<file path="config.mk">
export PLATFORM = sky130hd
export DESIGN_NAME = vx_warp_barrier_ctrl
export DESIGN_NICKNAME = d
export VERILOG_FILES = /design/src/rtl/vx_warp_barrier_ctrl.sv
export SDC_FILE = /design/constraint.sdc
export NUM_CORES = 1
export LEC_CHECK = 0
export ABC_AREA = 1
export CAP_MARGIN = 25
export CORE_UTILIZATION = 50
export DETAILED_ROUTE_END_ITERATION = 8
export GPL_TIMING_DRIVEN = 0
export HOLD_SLACK_MARGIN = 0.1
export PLACE_DENSITY = 0.75
export SETUP_SLACK_MARGIN = 0.15
export SYNTH_ARGS = -nofsm -noshare
export SYNTH_HDL_FRONTEND = slang
export SYNTH_SLANG_ARGS = --single-unit
</file>
<file path="constraint.sdc">
create_clock -name clk -period 2.29 [get_ports clk]
set_input_delay 0.458 -clock clk [delete_from_list [all_inputs] [get_ports clk]]
set_output_delay 0.458 -clock clk [all_outputs]
set_load 0.02 [all_outputs]
</file>
<file path="src/rtl/vx_warp_barrier_ctrl.sv">
`default_nettype none
// ============================================================================
// Module  : vx_warp_barrier_ctrl
// Brief   : Local warp barrier sequencer. Stalls arriving warps per barrier id
//           and releases them together once the expected count has arrived.
// Revision: 1.0 - initial release
// ============================================================================
module vx_warp_barrier_ctrl #(
  parameter int NUM_WARPS    = 4,
  parameter int NUM_BARRIERS = 4,
  parameter int NW_WIDTH     = (NUM_WARPS > 1) ? $clog2(NUM_WARPS) : 1,
  parameter int NB_WIDTH     = (NUM_BARRIERS > 1) ? $clog2(NUM_BARRIERS) : 1
) (
  input  logic                    clk,
  input  logic                    reset_n,
  input  logic                    req_valid,
  output logic                    req_ready,
  input  logic [NW_WIDTH-1:0]     req_wid,
  input  logic [NB_WIDTH-1:0]     req_id,
  input  logic [NW_WIDTH-1:0]     req_size_m1,
  input  logic                    req_is_noop,
  output logic [NUM_WARPS-1:0]    stalled_mask,
  output logic [NUM_BARRIERS-1:0] active_mask,
  output logic                    rel_valid,
  output logic [NB_WIDTH-1:0]     rel_id,
  output logic [NUM_WARPS-1:0]    rel_wmask,
  output logic                    err_dup
);

  logic [NUM_WARPS-1:0]    r_wait_mask [NUM_BARRIERS];
  logic [NW_WIDTH-1:0]     r_count     [NUM_BARRIERS];
  logic [NW_WIDTH-1:0]     r_size_m1   [NUM_BARRIERS];
  logic [NUM_BARRIERS-1:0] r_active;

  logic                    r_ready;
  logic                    r_rel_valid;
  logic [NB_WIDTH-1:0]     r_rel_id;
  logic [NUM_WARPS-1:0]    r_rel_wmask;
  logic                    r_err_dup;

  logic [NUM_WARPS-1:0]    w_stalled;
  logic [NUM_WARPS-1:0]    w_wid_onehot;
  logic                    w_accept;

  always_comb begin
    w_stalled = '0;
    for (int b = 0; b < NUM_BARRIERS; b++) begin
      w_stalled = w_stalled | r_wait_mask[b];
    end
  end

  assign w_wid_onehot = NUM_WARPS'(1) << req_wid;
  assign w_accept     = req_valid && r_ready && !req_is_noop;

  always_ff @(posedge clk) begin
    if (!reset_n) begin
      r_ready     <= 1'b0;
      r_rel_valid <= 1'b0;
      r_rel_id    <= '0;
      r_rel_wmask <= '0;
      r_err_dup   <= 1'b0;
      r_active    <= '0;
      for (int b = 0; b < NUM_BARRIERS; b++) begin
        r_wait_mask[b] <= '0;
        r_count[b]     <= '0;
        r_size_m1[b]   <= '0;
      end
    end else begin
      r_ready     <= 1'b1;
      r_rel_valid <= 1'b0;
      r_rel_id    <= '0;
      r_rel_wmask <= '0;
      r_err_dup   <= 1'b0;
      if (w_accept) begin
        if (w_stalled[req_wid]) begin
          // A warp can only wait on one barrier at a time; flag and ignore.
          r_err_dup <= 1'b1;
        end else if (!r_active[req_id]) begin
          r_size_m1[req_id] <= req_size_m1;
          if (req_size_m1 == '0) begin
            r_rel_valid <= 1'b1;
            r_rel_id    <= req_id;
            r_rel_wmask <= w_wid_onehot;
          end else begin
            r_active[req_id]    <= 1'b1;
            r_wait_mask[req_id] <= w_wid_onehot;
            r_count[req_id]     <= NW_WIDTH'(1);
          end
        end else if (r_count[req_id] == r_size_m1[req_id]) begin
          r_rel_valid         <= 1'b1;
          r_rel_id            <= req_id;
          r_rel_wmask         <= r_wait_mask[req_id] | w_wid_onehot;
          r_active[req_id]    <= 1'b0;
          r_wait_mask[req_id] <= '0;
          r_count[req_id]     <= '0;
        end else begin
          r_wait_mask[req_id] <= r_wait_mask[req_id] | w_wid_onehot;
          r_count[req_id]     <= r_count[req_id] + NW_WIDTH'(1);
        end
      end
    end
  end

  assign req_ready    = r_ready;
  assign stalled_mask = w_stalled;
  assign active_mask  = r_active;
  assign rel_valid    = r_rel_valid;
  assign rel_id       = r_rel_id;
  assign rel_wmask    = r_rel_wmask;
  assign err_dup      = r_err_dup;

endmodule
`default_nettype wire

</file>
==> flow_summary.ini <==
[run_status]
run_status = complete, no violations

[final_layout]
finish.utilization_pct = 63.6
num_antenna_cells = 0
final_nets = 345
areaGrowthSynthToFinish_pct = 22.2
fillCellCount = 410
multiInputGateArea_sq_um = 1130
drive_above_1_share_pct = 17.9
register_area_sq_um = 1220

[clock_network]
clock-sinks = 45
h-tree-depth = 2
cts_buffers = 5
clockRootBuffer = clkbuf_8
postCtsHoldBufs = 0
clk_path_buf_depth = 2
cts_tree = yes
clk_latency_ps = 300
clk_pin_slew_ps = 90

[placed_design]
pre_cts_ws_ps = -853
dp_hpwl_um = 4080
place.port_buffers = 24
gp_congestion = 0.887

[floorplan]
fp.dieW_um = 72.1
ios = 27
dieArea_sq_um = 5200
rows = 25
die-height_um = 72.1
core_sq_um = 4720
start_util_pct = 52.1

[detailed_routing]
drt-initial-drc-count = 189
vias_per_cell = 5.15
dr.pass1.iters = 5
ant_nets = 0
drc = 0
wl_per_cell_um = 13.7
totalWireLength_um = 5510
vias = 2075

[power_and_ir_drop]
peakVddDrop_mv = 0.344
p_leak_nw = 1.23
p_sw_share_pct = 26.6
clkPwrFrac_pct = 29.1
intPower_mw = 1.18
p_seq_share_pct = 56.2
power_density_nw_per_um2 = 536
p_sw_mw = 0.429
combPwrFrac_pct = 14.8

[synth]
netlist.area_leader.share_pct = 39.1
syn_nets = 311
synth_flop_cell = edfxtp_1
syn_area_per_cell_sq_um = 8.17
synth.most_common_cell = nand2_1
synth_edf_count = 32
yosysTopAreaCell = edfxtp_1
yosysSeqAreaShare_pct = 49.6
synthTopCellsByCount = nand2_1 (94), edfxtp_1 (32), nor2_1 (32), inv_1 (27), nand3_1 (20)
syn_inst = 301
syn_area_sq_um = 2460
ys_warn_count = 0
ys_types = 28
yosys_register_bits = 45
synth.area.top_cells = edfxtp_1 (39%), nand2_1 (14%), dfxtp_1 (11%), nor2_1 (4.9%), inv_1 (4.1%)
async_flop_share_pct = 0

[critical_path]
critical_path_buf_inv_count = 2
critPathSlowestCell = clkbuf_1
crit_chain = clkdlybuf4s50_1 -> clkbuf_1 -> o21ai_0
path_depth = 3
crit_required_ps = 2290
reg2reg_to = r_wait_mask[1][3]
max_stage_delay_ps = 650
start_kind = input port
r2r_cells = 11
crit_type = input port to register
cp_top_family = buffers and inverters
cp.arrival_ps = 2030
reg2reg_setup_slack_ps = 420
crit_path_end_kind = register
reg2reg_from = r_wait_mask[0][3]
cp_max_fo = 10

[timing]
maxSlewViolCount = 0
period_needed_ps = 2030
rsz0062_at_grt = no
worstMarginPinSlew_ps = 809
slew_headroom_pct = 46.0
finalSetupViolCount = 0
fmax_mhz = 493
fin_crit_sh_pct = 88.5
setup_ws_ps = 262
clock-skew-final_ps = 8.34
finalHoldViolCount = 0

[min_path]
min-delay-path-class = input port to register
hp-start = req_id[1]
hold_depth = 3
min_to = rel_id[1]

[global_route]
grt_pass1_wl_um = 9000
grt_pass1_vias = 1872
grtUsageTotal_pct = 22.7
overflow = 0
antenna_found_initial = 0
grt_max_degree = 14

[job]
maxCapViolCount = 0
[power groups by stage]
stage / clock network, mW / registers [mW] / logic, mW
finish: 0.468 / 0.904 / 0.238
global route: 0.510 / 0.906 / 0.262
CTS: 0.476 / 0.904 / 0.231
detailed placement: 0 / 0.923 / 0.215
global placement: 0 / 0.922 / 0.212
floorplan: 0 / 0.922 / 0.149
[per-stage QoR]
stage,cell area (sq um),setup TNS (ps),cells,total power [mW],hold slack [ps]
after global routing,3010,0,403,1.68,499
final,3010,0,403,1.61,500
after detailed placement,2780,-22900,392,1.14,512
after global placement,2780,-19970,392,1.13,511
after floorplan,2460,0,301,1.07,486
after CTS,2960,0,402,1.61,498
[worst max path at each step]
stage                            startpoint                 to
after floorplan           r_wait_mask[2][0]      r_count[1][0]
after global routing                reset_n    r_size_m1[2][0]
final                               reset_n    r_size_m1[2][0]
after detailed placement         req_wid[0]  r_wait_mask[0][1]
after CTS                        req_wid[0]  r_wait_mask[1][3]
after global placement           req_wid[0]  r_wait_mask[0][0]
[worst register-to-register path: stages (launching register included)]
cell and delay, ps:
edfxtp_1 410, nor2_1 120, nand2_1 90, nand2_1 70, nand2_1 80, nor2_4 160
nand3_4 120, nor2_4 160, buf_6 140, nand2_8 70, buf_8 150, nor3_2 150
[sequential cells by signal, indices dropped and copies added (netlist names), named ones only]
register and flops:
rel_valid 1, rel_wmask 4, r_count 8, r_wait_mask 16, err_dup 1, req_ready 1, r_size_m1 8, rel_id 2
[cell families (layout without fill, tap and decap cells)]
kind of cell           after synthesis  after routing  synth area share [%]
AND/OR/NAND/NOR                    192            192                  36.8
buffers and inverters               42             77                  8.34
XOR/XNOR                             1              1                 0.356
AO/OA/AOI/OAI                       21             21                  4.88
flip-flops                          45             45                  49.6
[repair_timing]
action | CTS | global route
gates resized for setup | 23 | 11
buffers inserted | 2 | 1
setup endpoints to repair | 38 | 56
pin swaps | 3 | 4
[cells in the final DEF (no fill, tap or decap), types with 7 or more instances in the layout]
cell type	instances
dfxtp_1	13
edfxtp_1	32
nor3_2	7
inv_1	25
nor3_1	15
nor2_4	7
nand2_2	7
nand2_1	91
clkdlybuf4s50_1	22
nand3_1	18
nor2_1	32
[metal layers]
layer	global-route usage, %	vias up	part of all wire, %
met5	0	-	0
met4	5.66	0	1.4
met3	4.31	9	5.5
met2	38.2	59	48
met1	30.4	950	45
li1	-	1057	-
[cell type report]
class / instances / area share, %
clock inverters: 2 / 0.333
well taps: 67 / 2.79
repair buffers: 27 / 9.03
flip-flops and latches: 45 / 40.6
multi-input cells: 214 / 37.7
inverters: 32 / 4.25
plain buffers: 10 / 2.83
clock buffers: 6 / 2.41
Power figures use the tool's default switching activity.
